File: src/rtl/seq_booth_mac_if.sv
// Operand/result handshake bundle for seq_booth_mac.
//   master: operand source and result sink (drives in_valid, a, b, signed_mode,
//           acc_en, acc_clr, out_ready).
//   slave : multiplier core (drives in_ready, out_valid, y, acc).
interface seq_booth_mac_if #(
  parameter int WIDTH = 8,
  parameter int ACC_W = 2*WIDTH+4
);
  logic                 in_valid;
  logic                 in_ready;
  logic [WIDTH-1:0]     a;
  logic [WIDTH-1:0]     b;
  logic                 signed_mode;
  logic                 acc_en;
  logic                 acc_clr;
  logic                 out_valid;
  logic                 out_ready;
  logic [2*WIDTH-1:0]   y;
  logic [ACC_W-1:0]     acc;

  modport master (
    output in_valid, a, b, signed_mode, acc_en, acc_clr, out_ready,
    input  in_ready, out_valid, y, acc
  );

  modport slave (
    input  in_valid, a, b, signed_mode, acc_en, acc_clr, out_ready,
    output in_ready, out_valid, y, acc
  );
endinterface

File: src/rtl/seq_booth_mac.sv
// Iterative shift-add multiplier with running accumulator.
// Ports:
//   clk    - clock, rising edge
//   rst_n  - asynchronous active-low reset
//   bus    - seq_booth_mac_if.slave: operand handshake (in_valid/in_ready,
//            a, b, signed_mode, acc_en), result handshake (out_valid/out_ready,
//            y), acc_clr and the signed accumulator acc.
// Operands are reduced to magnitudes, multiplied unsigned over WIDTH steps,
// and the sign is reapplied when y is loaded.
module seq_booth_mac #(
  parameter int WIDTH = 8,
  parameter int ACC_W = 2*WIDTH+4
) (
  input  logic              clk,
  input  logic              rst_n,
  seq_booth_mac_if.slave    bus
);

  localparam int CW = $clog2(WIDTH+1);

  typedef enum logic [1:0] {IDLE, BUSY, DONE} state_t;

  state_t               state, state_nx;
  logic [2*WIDTH-1:0]   mcand;
  logic [WIDTH-1:0]     mult;
  logic [2*WIDTH-1:0]   prod;
  logic [CW-1:0]        cnt;
  logic                 neg;
  logic                 sm_l;
  logic                 ae_l;
  logic [2*WIDTH-1:0]   y_r;
  logic [ACC_W-1:0]     acc_r;

  logic                 start;
  logic                 hs_out;
  logic                 last;
  logic [WIDTH-1:0]     a_mag;
  logic [WIDTH-1:0]     b_mag;
  logic [ACC_W-1:0]     y_ext;

  assign start  = bus.in_valid && bus.in_ready;
  assign hs_out = bus.out_valid && bus.out_ready;
  // BUSY spends WIDTH cycles on shift-add steps and one more loading y.
  assign last   = (cnt == CW'(WIDTH));

  // -2^(WIDTH-1) negates to itself, which read unsigned is the right magnitude.
  assign a_mag = (bus.signed_mode && bus.a[WIDTH-1]) ? WIDTH'(-bus.a) : bus.a;
  assign b_mag = (bus.signed_mode && bus.b[WIDTH-1]) ? WIDTH'(-bus.b) : bus.b;

  assign y_ext = sm_l ? ACC_W'($signed(y_r)) : ACC_W'(y_r);

  always_ff @(posedge clk or negedge rst_n) begin
    if (!rst_n) state <= IDLE;
    else        state <= state_nx;
  end

  always_comb begin
    state_nx = state;
    unique case (state)
      IDLE: if (start)         state_nx = BUSY;
      BUSY: if (last)          state_nx = DONE;
      DONE: if (bus.out_ready) state_nx = IDLE;
      default:                 state_nx = IDLE;
    endcase
  end

  // in_ready is gated by rst_n so it reads 0 while reset is held.
  always_comb begin
    bus.in_ready  = (state == IDLE) && rst_n;
    bus.out_valid = (state == DONE);
  end

  always_ff @(posedge clk or negedge rst_n) begin
    if (!rst_n) begin
      mcand <= '0;
      mult  <= '0;
      prod  <= '0;
      cnt   <= '0;
      neg   <= 1'b0;
      sm_l  <= 1'b0;
      ae_l  <= 1'b0;
      y_r   <= '0;
    end else if (start) begin
      mcand <= {{WIDTH{1'b0}}, a_mag};
      mult  <= b_mag;
      prod  <= '0;
      cnt   <= '0;
      neg   <= bus.signed_mode && (bus.a[WIDTH-1] ^ bus.b[WIDTH-1]);
      sm_l  <= bus.signed_mode;
      ae_l  <= bus.acc_en;
    end else if (state == BUSY) begin
      if (last) begin
        y_r <= neg ? -prod : prod;
      end else begin
        if (mult[0]) prod <= prod + mcand;
        mcand <= mcand << 1;
        mult  <= mult >> 1;
        cnt   <= cnt + 1'b1;
      end
    end
  end

  // Clear takes priority, but a coincident accumulate still lands on the cleared value.
  always_ff @(posedge clk or negedge rst_n) begin
    if (!rst_n) begin
      acc_r <= '0;
    end else if (bus.acc_clr) begin
      acc_r <= (hs_out && ae_l) ? y_ext : '0;
    end else if (hs_out && ae_l) begin
      acc_r <= acc_r + y_ext;
    end
  end

  assign bus.y   = y_r;
  assign bus.acc = acc_r;

endmodule
File: src/flat_wrapper.sv
// flat-port wrapper written by rule: the top's interface ports become plain ports
module seq_booth_mac_flat 
#(
  parameter int WIDTH = 8,
  parameter int ACC_W = 2*WIDTH+4
)
  (clk, rst_n, bus_in_valid, bus_a, bus_b, bus_signed_mode, bus_acc_en, bus_acc_clr, bus_out_ready, bus_in_ready, bus_out_valid, bus_y, bus_acc);
  seq_booth_mac_if #(.WIDTH(WIDTH), .ACC_W(ACC_W)) bus_i ();
  input  logic clk;
  input  logic rst_n;
  input wire logic [$bits(bus_i.in_valid)-1:0] bus_in_valid;
  input wire logic [$bits(bus_i.a)-1:0] bus_a;
  input wire logic [$bits(bus_i.b)-1:0] bus_b;
  input wire logic [$bits(bus_i.signed_mode)-1:0] bus_signed_mode;
  input wire logic [$bits(bus_i.acc_en)-1:0] bus_acc_en;
  input wire logic [$bits(bus_i.acc_clr)-1:0] bus_acc_clr;
  input wire logic [$bits(bus_i.out_ready)-1:0] bus_out_ready;
  output wire logic [$bits(bus_i.in_ready)-1:0] bus_in_ready;
  output wire logic [$bits(bus_i.out_valid)-1:0] bus_out_valid;
  output wire logic [$bits(bus_i.y)-1:0] bus_y;
  output wire logic [$bits(bus_i.acc)-1:0] bus_acc;
  assign bus_i.in_valid = bus_in_valid;
  assign bus_i.a = bus_a;
  assign bus_i.b = bus_b;
  assign bus_i.signed_mode = bus_signed_mode;
  assign bus_i.acc_en = bus_acc_en;
  assign bus_i.acc_clr = bus_acc_clr;
  assign bus_i.out_ready = bus_out_ready;
  assign bus_in_ready = bus_i.in_ready;
  assign bus_out_valid = bus_i.out_valid;
  assign bus_y = bus_i.y;
  assign bus_acc = bus_i.acc;
  seq_booth_mac #(.WIDTH(WIDTH), .ACC_W(ACC_W)) u_core (.clk(clk), .rst_n(rst_n), .bus(bus_i));
endmodule
File: config.mk
export PLATFORM = sky130hd
export DESIGN_NAME = seq_booth_mac_flat
export DESIGN_NICKNAME = d
export VERILOG_FILES = /design/src/rtl/seq_booth_mac_if.sv /design/src/rtl/seq_booth_mac.sv /design/src/flat_wrapper.sv
export SDC_FILE = /design/constraint.sdc
export NUM_CORES = 1
export LEC_CHECK = 0
export CAP_MARGIN = 20
export CELL_PAD_IN_SITES_DETAIL_PLACEMENT = 1
export CELL_PAD_IN_SITES_GLOBAL_PLACEMENT = 1
export CORE_ASPECT_RATIO = 0.5
export CORE_MARGIN = 1
export CORE_UTILIZATION = 40
export DETAILED_ROUTE_END_ITERATION = 7
export GPL_ROUTABILITY_DRIVEN = 0
export GPL_TIMING_DRIVEN = 0
export PLACE_DENSITY = 0.79
export SETUP_SLACK_MARGIN = 0.02
export SYNTH_ARGS = -nofsm -noshare
export SYNTH_HDL_FRONTEND = slang
export SYNTH_SLANG_ARGS = --single-unit
export TNS_END_PERCENT = 20
File: constraint.sdc
create_clock -name clk -period 2.41 [get_ports clk]
set_clock_uncertainty 0.05 [all_clocks]
set_input_delay 0.3615 -clock clk [delete_from_list [all_inputs] [get_ports clk]]
set_output_delay 0.3615 -clock clk [all_outputs]
set_load 0.05 [all_outputs]
=== Word level (Yosys, flattened, before mapping) ===
Cells that the tools add are included.
W data, S select, Z words.

* Register bits after elaboration: 85
* Input port bits: 23
* Output and inout port bits: 38
* Word-level logic and storage cells: 64

* Add/sub/neg operators: 6
* Reductions and logical operators: 15
* Bitwise gates (word level): 2
* Eq/ne operators: 7
* Mux-type cells: 24

{| class="wikitable"
|+ Operators with widths
! cell !! number
|-
| $mux W16 || 8
|-
| $mux W20 || 4
|-
| $mux W8 || 5
|-
| $add A20 B20 Y20 || 1
|-
| $add A16 B16 Y16 || 1
|-
| $neg A16 Y16 || 1
|-
| $neg A8 Y8 || 2
|-
| $mux W4 || 3
|-
| $reduce_and A3 Y1 || 3
|-
| $logic_and A1 B1 Y1 || 7
|-
| $mux W2 || 3
|-
| $ne A2 B1 Y1 const B || 3
|-
| $pmux W2 S3 || 1
|-
| $reduce_bool A2 Y1 || 3
|-
| $add A4 B1 Y4 const B || 1
|-
| $eq A4 B4 Y1 const B || 1
|-
| $eq A2 B1 Y1 const B || 1
|-
| $eq A2 B2 Y1 const B || 1
|-
| $logic_not A2 Y1 || 1
|-
| $ne A2 B2 Y1 const B || 1
|-
| $reduce_and A2 Y1 || 1
|-
| $not A1 Y1 || 1
|-
| $xor A1 B1 Y1 || 1
|}

=== Logic depth before layout (Yosys ltp) ===
Gate-level depths: netlist of run 1.

* Word-level depth: 5
* Gate-level depth with buffers: 11
* Depth with buffers taken out: 11

=== Worst setup path after synthesis of run 1 ===
OpenSTA, ideal clock, no wires.

* Path type: flip-flop to flip-flop
* Start point: register u_core.state[1]
* End point: register u_core.mcand[5]
* Data required time: 2224 ps
* Path slack: -450 ps
* Path buffers: 2
* Clock period less this slack: 2860 ps
* Library setup time: 136 ps
* Data arrival time: 2674 ps
* Cell stages (with the launch flop): 8
* Cells stage by stage: dfrtp_1 -> nor3b_1 -> and2_1 -> clkbuf_1 -> nor2_1 -> clkbuf_1 -> a22oi_1 -> o21ai_0

* Cells in the longest elaborated chain, start to end: 5

{| class="wikitable"
|+ RTL lines
! element !! RTL line !! source
|-
| start: declaration || seq_booth_mac.sv:23 || <nowiki>state_t state, state_nx;</nowiki>
|-
| start signal: assignment || seq_booth_mac.sv:54 || <nowiki>else state <= state_nx;</nowiki>
|-
| $logic_not A2 Y1 (*) || seq_booth_mac.sv:69 || <nowiki>bus.in_ready = (state == IDLE) && rst_n;</nowiki>
|-
| $logic_and A1 B1 Y1 (*) || seq_booth_mac.sv:69 ||
|-
| net bus_in_ready || flat_wrapper.sv:18 || <nowiki>output wire logic [$bits(bus_i.in_ready)-1:0] bus_in_ready;</nowiki>
|-
| $logic_and A1 B1 Y1 (*) || seq_booth_mac.sv:41 || <nowiki>assign start = bus.in_valid && bus.in_ready;</nowiki>
|-
| $ne A2 B1 Y1 (no source line) or $reduce_bool A2 Y1 (tied branches) || - ||
|-
| $reduce_and A2 Y1 (no source line) || - ||
|-
| end signal: assignment || seq_booth_mac.sv:84 || <nowiki>mcand <= {{WIDTH{1'b0}}, a_mag};</nowiki>
|-
| end signal: assignment || seq_booth_mac.sv:96 || <nowiki>mcand <= mcand << 1;</nowiki>
|-
| end: declaration || seq_booth_mac.sv:24 || <nowiki>logic [2*WIDTH-1:0] mcand;</nowiki>
|}

The timed path passes the listed nets; every way through them passes the cells marked *.
A chain may end at the register's enable or synchronous reset.

=== Worst setup path after layout of run 1 ===
* Start point: register u_core.acc_r[0], in the netlist u_core.bus.acc[0]
* End point: register u_core.acc_r[12], in the netlist u_core.bus.acc[12]

* Cells in the longest elaborated chain, start to end: 3

{| class="wikitable"
|+ RTL lines
! element !! RTL line !! source
|-
| start: declaration || seq_booth_mac.sv:32 || <nowiki>logic [ACC_W-1:0] acc_r;</nowiki>
|-
| start signal: assignment || seq_booth_mac.sv:108 || <nowiki>acc_r <= (hs_out && ae_l) ? y_ext : '0;</nowiki>
|-
| start signal: assignment || seq_booth_mac.sv:110 || <nowiki>acc_r <= acc_r + y_ext;</nowiki>
|-
| $add A20 B20 Y20 || seq_booth_mac.sv:110 ||
|-
| $mux W20 || seq_booth_mac.sv:109 || <nowiki>end else if (hs_out && ae_l) begin</nowiki>
|-
| $mux W20 || seq_booth_mac.sv:107 || <nowiki>end else if (bus.acc_clr) begin</nowiki>
|}

Every way passes these cells. The select of a mux whose other input is x is not followed.

==> reports/summary.md, run 1 <==
- outcome: finished, violations left
- violations in the final reports: setup timing
- count of inserted antenna diode cells: 0
- H-tree depth: 3
- Crit Reg-Reg Startpoint: u_core.bus.acc[0]
- CTS tree: built
- VDD IR-drop max: 470.3 uV
- top cells by count, synth: dfrtp_1 (85), o21ai_0 (61), nor2_1 (47), a21oi_1 (44)
- top-area cell type share of the netlist area: 0.3830
- share of flip-flops with an asynchronous set or reset after synthesis: 1.000
- instance count along the most critical hold path: 2
- Post-Route Utilization: 0.5634
- max-slew headroom at the worst pin: 0.5049
- max-capacitance violation count: 0
- die height: 85.32 um
- Setup crit start kind: register
- post-synthesis cell type with the largest combined area: dfrtp_1
- die width: 168.6 um
- final hold violation count: 0
- Synth Register Bits: 85
- Cell Rows: 30
- setup slack on the worst flop-to-flop path: -0.25 ns
- Clk Tree Root Cell: clkbuf_16
- Pleak: 0.003231 uW
- data arrival time at the worst-slack endpoint: 2.82 ns
- routed len/inst: 20.11 um
- vias in the first global route: 5573
- number of warnings issued by yosys: 0
- area overhead of the layout relative to synthesis: 37.46%
- post-route ant nets: 0
- number of flops mapped to enable cells by yosys: 0
- overall fraction of global-route tracks in use: 0.2535
- total half-perimeter wirelength after legalization and detailed placement: 11870 um
- final slew viol count: 0
- clock sink count: 85
- RSZ-0062 raised after global routing: yes
- largest net degree at the start of global routing: 50
- Fmax: 376.5 MHz
- portion of the post-synthesis area used by sequential elements: 0.3830
- Design Power: 8491 uW
- hold crit path type: register to register
- startpoint of the worst hold path: u_core.mult[7]
- endpoint of the worst hold-timing path: u_core.mult[7]
- Remaining Overflow, GRT: 0
- fin worst setup slack: -0.2458 ns
- quantity of I/O buffers inserted on ports: 59
- most instantiated library cell after synthesis: dfrtp_1
- wire length after detailed routing: 18700 um
- initial cell density of the core: 0.4099
- Hold WS: 0.4468 ns
- Synth Flop Type: dfrtp_1
- Clock transition at path regs: 0.07 ns
- Worst R2R Path Depth: 11
- number of nets produced by synthesis: 684
- top post-synthesis cells by area: dfrtp_1 (38%), ha_1 (8.8%), o21ai_0 (5.5%)
- Cell Area, Synth: 5554 sq um
- number of distinct standard cells referenced by the synthesized netlist: 55
- pin slew with the least headroom to its limit: 0.7427 ns
- count of vias placed by the detailed router: 5348
- synthesized area per cell: 8.958 sq um
- CP Data Required Time: 2.57 ns
- antenna violations before repair: 0
- core area: 13550 sq um
- maximum net fanout on the critical path: 4
- Clock Latency Late Sink: 0.35 ns
- TritonRoute pass-1 iters: 4
- Period Utilization, post-route: 1.102
- routed vias/inst: 5.751
- category of the most critical setup path: register to register
- final critical-path required period: 2.656 ns
- cells after synthesis: 620
- final routed DRC violation total: 0
- largest buffer count on any clock path: 2
- ratio of total power to cell area: 1112 nW/um^2
- first-pass GRT wire length: 28430 um
- share of cells above drive strength 1: 0.2249
- crit end category: register
- Final Net Count: 797
- number of CTS-inserted buffers: 9
- area of the die: 14390 sq um
- worst reg2reg endpoint: u_core.bus.acc[12]
- number of DRC markers in iteration 0: 228
- Setup violations, final: 9
- I/O pin count: 61
==> worst max path at each step <==
stage	startpoint	end	cells after the start
2_1_floorplan	u_core.bus.y[0]	u_core.bus.acc[18]	11
3_3_place_gp	rst_n	u_core.mcand[5]	8
3_5_place_dp	rst_n	u_core.mcand[4]	9
4_1_cts	u_core.bus.y[0]	u_core.bus.acc[12]	11
5_1_grt	u_core.bus.acc[0]	u_core.bus.acc[12]	11
6_report	u_core.bus.acc[0]	u_core.bus.acc[12]	11
==> where the power goes <==
part / leakage [uW] / internal, uW / switching, uW / total (uW)
Combinational: 0.00200 / 1890 / 2540 / 4430
Sequential: 0.00108 / 1910 / 701 / 2620
Clock: 0.000143 / 814 / 631 / 1440
Total: 0.00323 / 4620 / 3870 / 8490
==> logic make-up (layout without fill, tap and decap cells) <==
logic type               after synthesis  count (layout)  synth area share
XOR/XNOR                              49              49           0.07727
AO/OA/AOI/OAI                        198             198            0.2280
flip-flops                            85              85            0.3830
multiplexers                          12              12           0.02253
AND/OR/NAND/NOR                      185             185            0.1604
adder cells (fa/ha/maj)               41              41           0.09507
buffers and inverters                 50             168           0.03379
==> metrics by stage <==
step	instances	instance area (sq um)	setup slack [ns]	TNS (ns)
after floorplan	620	5559	-0.3246	-1.325
after global placement	871	6390	-3.476	-349.52
after detailed placement	872	6415	-0.5958	-14.97
after CTS	904	7076	-0.1760	-0.7140
after global routing	930	7635	-0.3493	-2.669
final	930	7635	-0.2458	-1.100
==> what timing repair did <==
item                       CTS  global route
hold buffers                 4             0
pin swaps                   12            29
setup endpoints to repair   47            51
hold endpoints to repair    32             0
resized for setup           45            88
buffers inserted            13            27
==> metal layers <==
metal	GRT usage	wire length (um)	part of all wire	vias up
met1	0.3205	8522	0.46	2717
met2	0.4368	9323	0.50	108
li1	-	-	-	2483
met4	0.09917	396	0.021	0
met3	0.04291	461	0.025	40
met5	0	0	0	-
==> critical path, stage by stage (launching register included) <==
cell	delay [ns]
dfrtp_1	0.41
ha_2	0.22
inv_2	0.06
fa_2	0.21
nor2b_2	0.06
o31a_1	0.36
o311ai_4	0.30
a21boi_2	0.10
o21a_1	0.19
or3_1	0.30
a31oi_1	0.19
o21ai_1	0.08
==> sequential cells by signal, summed over array words and instances, names as in the netlist <==
name            cells
u_core.ae_l         1
u_core.bus.acc     20
u_core.sm_l         1
u_core.neg          1
u_core.cnt          4
u_core.prod        16
u_core.state        2
u_core.mult         8
u_core.bus.y       16
u_core.mcand       16
==> layout make-up <==
| type | count | area [sq um] |
|---|---|---|
| inverter | 24 | 90.09 |
| fill | 1537 | 5916 |
| multi-input combinational | 485 | 3751 |
| clock inverter | 6 | 72.57 |
| timing repair buffer | 103 | 997.2 |
| sequential | 85 | 2156 |
| buffer | 25 | 98.84 |
| tap | 192 | 240.2 |
| clock buffer | 10 | 229.0 |
==> layout by cell type (no fill, tap or decap), drive strengths merged, types with 4 or more instances in the layout <==
| cell type | instances |
|---|---|
| xnor2 | 17 |
| inv | 25 |
| o21ai | 62 |
| nor2b | 9 |
| dfrtp | 85 |
| ha | 39 |
| or3 | 9 |
| mux2 | 4 |
| a211oi | 4 |
| nor3 | 12 |
| clkdlybuf4s50 | 57 |
| nor2 | 47 |
| buf | 44 |
| clkbuf | 36 |
| o31ai | 12 |
| a22o | 9 |
| a21o | 14 |
| a21oi | 44 |
| a22oi | 10 |
| nand2b | 6 |
| nand2 | 42 |
| mux2i | 8 |
| a31oi | 13 |
| xor2 | 32 |
| nand3 | 42 |
| o21a | 7 |
Power figures use the tool's default switching activity.
==> run 2: changes to the inputs <==
--- a/config.mk
+++ b/config.mk
@@ -5,6 +5,7 @@
 export SDC_FILE = /design/constraint.sdc
 export NUM_CORES = 1
 export LEC_CHECK = 0
+export ABC_AREA = 0
 export CAP_MARGIN = 20
 export CELL_PAD_IN_SITES_DETAIL_PLACEMENT = 1
 export CELL_PAD_IN_SITES_GLOBAL_PLACEMENT = 1
==> results of run 2 <==
Same layout as run 1: the final DEF is identical, and so are final timing and power.
==> run 3: changes to the inputs <==
==> constraint.sdc (replaced) <==
create_clock -name clk -period 2.3 [get_ports clk]
set_clock_uncertainty 0.05 [all_clocks]
set_input_delay 0.345 -clock clk [delete_from_list [all_inputs] [get_ports clk]]
set_output_delay 0.345 -clock clk [all_outputs]
set_load 0.05 [all_outputs]
==> reports/summary.md, run 3 (synthesized netlist as in run 1, its figures left out) <==
- outcome: finished, violations left
- violations in the final reports: setup timing
- area overhead of the layout relative to synthesis: 30.86%
- CTS tree: built
- clock sink count: 85
- antenna violations before repair: 0
- overall fraction of global-route tracks in use: 0.2475
- Post-Place Cells: 872
- commonest non-fill, non-tap cells in the layout: dfrtp_1 (64), clkdlybuf4s50_1 (56), o21ai_0 (50)
- CP Data Required Time: 2.47 ns
- last element of the critical path: u_core.bus.acc[12]
- Crit Reg-Reg Startpoint: u_core.bus.y[0]
- setup slack on the worst flop-to-flop path: -0.25 ns
- commonest non-fill, non-tap cell in the layout: dfrtp_1
- Sum Neg Setup Slack: -1.717 ns
- largest net degree at the start of global routing: 54
- category of the most critical setup path: register to register
- total half-perimeter wirelength after legalization and detailed placement: 11950 um
- Period Utilization, post-route: 1.108
- top layer reached by signal wires: met4
- share of cells above drive strength 1: 0.1773
- initial cell density of the core: 0.4099
- Clock Latency Late Sink: 0.35 ns
- Final Net Count: 781
- TritonRoute pass-1 iters: 4
- Final Cell Area: 7268 sq um
- Remaining Overflow, GRT: 0
- vias in the first global route: 5485
- routed vias/inst: 5.625
- Setup crit start kind: register
- quantity of I/O buffers inserted on ports: 59
- H-tree depth: 3
- Pleak: 0.003151 uW
- core area: 13550 sq um
- die height: 85.32 um
- die width: 168.6 um
- final critical-path required period: 2.548 ns
- max-slew headroom at the worst pin: 0.5110
- ratio of total power to cell area: 1160 nW/um^2
- wire length after detailed routing: 17010 um
- RSZ-0062 raised after global routing: yes
- routed len/inst: 18.61 um
- I/O pin count: 61
- final hold violation count: 0
- VDD IR-drop max: 432.0 uV
- number of DRC markers in iteration 0: 277
- Final Instance Count excl. Fillers: 914
- hold crit path type: input pin to asynchronous set/reset pin
- fin worst setup slack: -0.2483 ns
- Worst setup startpoint: u_core.bus.y[0]
- Detail Route met2 WL: 8284 um
- number of CTS-inserted buffers: 9
- count of inserted antenna diode cells: 0
- post-route ant nets: 0
- data arrival time at the worst-slack endpoint: 2.72 ns
- worst reg2reg endpoint: u_core.bus.acc[12]
- first-pass GRT wire length: 27950 um
- met3 wire length: 605 um
- number of flip-flops under the largest register name: 20
- fill count: 1566
- maximum net fanout on the critical path: 4
- count of vias placed by the detailed router: 5141
- pin slew with the least headroom to its limit: 0.7335 ns
- largest buffer count on any clock path: 2
- Fmax: 392.4 MHz
- Clk Tree Root Cell: clkbuf_16
- Worst R2R Path Depth: 11
- Clock transition at path regs: 0.07 ns
- final slew viol count: 0
- Cell Rows: 30
- max-capacitance violation count: 0
- area of the die: 14390 sq um
- final routed DRC violation total: 0
- total placed instance area: 6470 sq um
- Setup violations, final: 16
- met1 wire length: 7844 um
- crit end category: register
run 3: cell count changes in the layout (fill, tap and decap cells not counted), moves of 3 or more:
| cell | before | now |
|---|---|---|
| buf_4 | 38 | 23 |
| ha_1 | 14 | 27 |
| ha_4 | 19 | 8 |
| clkinv_4 | 3 | 0 |
| inv_8 | 0 | 3 |
run 3: worst min path at each step:
| stage | from | endpoint | slack, ns | cells past startpoint |
|---|---|---|---|---|
| after global routing | rst_n | u_core.bus.acc[17] | 0.05 | 3 |
| after CTS | rst_n | u_core.bus.acc[17] | 0.04 | 3 |
| after global placement | u_core.sm_l | u_core.sm_l | 0.42 | 2 |
| after floorplan | rst_n | u_core.ae_l | -0.0006 | 0 |
| final | rst_n | u_core.bus.acc[17] | 0.03 | 3 |
| after detailed placement | rst_n | u_core.bus.acc[15] | 0.29 | 1 |
run 3: metal layers:
layer  vias to the layer above  GRT usage
met5                         -          0
met4                         0    0.05950
met3                        25    0.04011
met2                        96     0.4278
met1                      2565     0.3258
li1                       2455          -
run 3: report_power, final:
group / internal, uW / total, uW / switching, uW / leakage, uW
clock: 773 / 1490 / 716 / 0.000145
sequential: 2000 / 2680 / 683 / 0.00108
combinational: 1730 / 4260 / 2530 / 0.00192
total: 4500 / 8430 / 3930 / 0.00315
run 3: worst max-delay path, cell delays in order, from the launching register on:
cell,delay [ns]
dfrtp_2,0.44
ha_4,0.17
inv_2,0.04
fa_2,0.19
nor2b_2,0.05
o31a_1,0.34
o311ai_2,0.27
a21boi_1,0.13
o21a_1,0.18
or3_1,0.30
a31oi_1,0.17
o21ai_1,0.07
run 3: layout make-up:
type | count | area, sq um | area share
Multi-Input combinational cell | 485 | 3516 | 0.4837
Sequential cell | 85 | 2153 | 0.2963
Tap cell | 192 | 240.2 | 0.03305
Clock inverter | 7 | 75.07 | 0.01033
Clock buffer | 9 | 225.2 | 0.03099
Timing Repair Buffer | 87 | 867.1 | 0.1193
Inverter | 24 | 92.59 | 0.01274
Buffer | 25 | 98.84 | 0.01360
run 3: what timing repair did:
action | CTS | global route
resized for setup | 30 | 49
pin swaps | 6 | 17
hold buffers | 4 | 0
endpoints found under the hold margin | 32 | 0
setup endpoints to repair | 55 | 49
buffers inserted | 16 | 9
gates cloned | 0 | 0
run 3: metrics by stage:
step                        util  setup WS [ns]  total power, uW  hold WS [ns]
final                     0.5364        -0.2483             8432       0.02938
after global routing      0.5364        -0.4049             9016       0.05359
after CTS                 0.5211        -0.2607             8165       0.04206
after floorplan                -        -0.2211             5249    -0.0005911
after global placement    0.4756         -3.498             6281        0.4220
after detailed placement  0.4775        -0.7052             6481        0.2930
==> patch: new RTL, settings of run 3 <==
`WIDTH` is set to 8 in 3 places; all go to 16.
--- a/src/rtl/seq_booth_mac_if.sv
+++ b/src/rtl/seq_booth_mac_if.sv
@@ -5,3 +5,3 @@
 interface seq_booth_mac_if #(
-  parameter int WIDTH = 8,
+  parameter int WIDTH = 16,
   parameter int ACC_W = 2*WIDTH+4
--- a/src/rtl/seq_booth_mac.sv
+++ b/src/rtl/seq_booth_mac.sv
@@ -10,3 +10,3 @@
 module seq_booth_mac #(
-  parameter int WIDTH = 8,
+  parameter int WIDTH = 16,
   parameter int ACC_W = 2*WIDTH+4
--- a/src/flat_wrapper.sv
+++ b/src/flat_wrapper.sv
@@ -3,3 +3,3 @@
 #(
-  parameter int WIDTH = 8,
+  parameter int WIDTH = 16,
   parameter int ACC_W = 2*WIDTH+4
Interface: changed (resized bus_a, bus_acc, bus_b and bus_y); port bits go from 61 to 109. The function was not compared with the original's and may differ.
==> patch against run 3 <==
- the run still ends with negative setup slack left
- synthesized area is 98% higher
- synthesized cell count increased by 110%
- wire length up 150%
- fmax decreased by 19%
- utilization is 1.6 points higher
- sequential cell count up 73
- first-iteration DRC count grew to 3.6 times the old value
- setup slack got worse by 600 ps
- die area increased by 96%
- design area increased by 100%
- power is 100% higher
- via count grew 120%
- non-clock buffer count grew 116
- critical path type unchanged
==> patch: results (changes against run 3) <==
register area share after synthesis 36.0% (-2.3 points); Mapped Avg Cell Area 8.56 um^2 (-4.4%); Finish-stage setup viols 71 (+55); hpwl dp 27,400 um (+130%); Synth Area in Adders 8.45% (-1.1 points); final cell count without fillers 1,826 (+100%); Cells after DPL 1,742 (+100%); gr usage total 28.3% (+3.5 points); WP data arrival 3410 ps (+690 ps); violated checks negative setup slack; post-synthesis mux area share 0.831% (-1.4 points); CTS Buf Count 17 (+8); Setup WS post-layout -846 ps (-598 ps); first-pass GRT wire length 62,700 um (+120%); synth top area cells dfrtp_1 (36%), o21ai_0 (8.5%), ha_1 (8.1%), xor2_1 (5.8%), nand2_1 (4.1%); Antenna Cells 0 (unchanged); layout cells sized above 1 20.2% (+2.5 points); # fillers 2,991 (+91%); top cells by count, synth o21ai_0 (187), dfrtp_1 (158), nand2_1 (121); NumNets Final 1,573 (+100%); Comb power frac 52.2% (+1.6 points); pin count of the biggest net entering global routing 61 (+13%); GRT met3 Usage 4.15% (+0.14 points); WHS 15.4 ps (-14.0 ps); Synth Area in XOR/XNOR 9.17% (+1.4 points); worst vdd rail ir drop 0.619 mV (+43%); Pre-Repair DR Iteration Count 5 (+1); Post-Place Setup Slack -1080 ps (-379 ps); wire per inst 23.0 um (+24%); placed cell area 12,700 um^2 (+97%); leakage 0.00611 uW (+94%); max_slew headroom 45.7% (-5.4 points); status finished, violations left; Syn Nets 1,395 (+100%); CTS H-Tree Depth 4 (+1); met1 Use GR 37.2% (+4.6 points); global routing usage on met2 47.8% (+5.0 points); Synth Area in Compound Gates 26.1% (+3.3 points); setup TNS -30,820 ps (-29,100 ps); library cells used by synthesis 65 (+18%); Via density 6.14 (+9.1%); CP peak stage delay 460 ps (+20 ps); Initial DRC Count 997 (+260%); Seq power 5070 uW (+89%); internal power 8810 uW (+96%)
[patch: cell types whose count changed after synthesis, moves of 25 or more]
cell and change:
o21ai_0 +126, nand2_1 +79, dfrtp_1 +73, a21oi_1 +44
xor2_1 +41, clkbuf_1 +39, nand3_1 +36, ha_1 +32
xnor2_1 +25
[patch: kinds of logic after synthesis]
kind of cell,Yosys count
buffers and inverters,104
muxes,9
AOI/OAI and AO/OA,464
and+or+nand+nor,360
adders and majority gates,73
xor gates and xnor gates,115
DFF,158
[patch: timing repair]
action / CTS / global route
hold buffers: 5 / 0
hold endpoints to repair: 39 / 0
endpoints found under the setup margin: 144 / 154
gates cloned: 1 / 0
pin swaps: 35 / 60
setup buffers: 27 / 27
gates resized for setup: 92 / 167
[patch: path summary, 6_finish.rpt]
check,end,from,cells past startpoint
worst max-delay path,u_core.bus.y[27],u_core.prod[1],9
worst min-delay path,u_core.prod[16],rst_n,2
worst max register to register,u_core.bus.y[27],u_core.prod[1],9
worst min register to register,u_core.mult[15],u_core.mult[15],1
max in group asynchronous,u_core.bus.acc[18],rst_n,4
min in group clk,u_core.mcand[3],bus_a[3],3
[patch: layout make-up]
cell class                      instances  area [um^2]  area share (%)
Clock inverter                         14          159            1.08
Sequential cell                       158         4020            27.2
Multi-Input combinational cell       1021         7620            51.7
Buffer                                 61          262            1.77
Timing Repair Buffer                  167         1680            11.4
Inverter                               35          131           0.891
Clock buffer                           18          439            2.98
Tap cell                              352          440            2.99
[patch: critical path: cells and delay by family, from the launching register on]
family	cells	cell delay, ps
flops	1	460
simple gates	6	1950
compound gates	2	330
xor+xnor	1	200
[patch: routing by layer]
layer	wire [um]	vias to the layer above
li1	-	5067
met3	2210	84
met5	0	-
met2	20500	371
met4	1040	0
met1	18300	5688
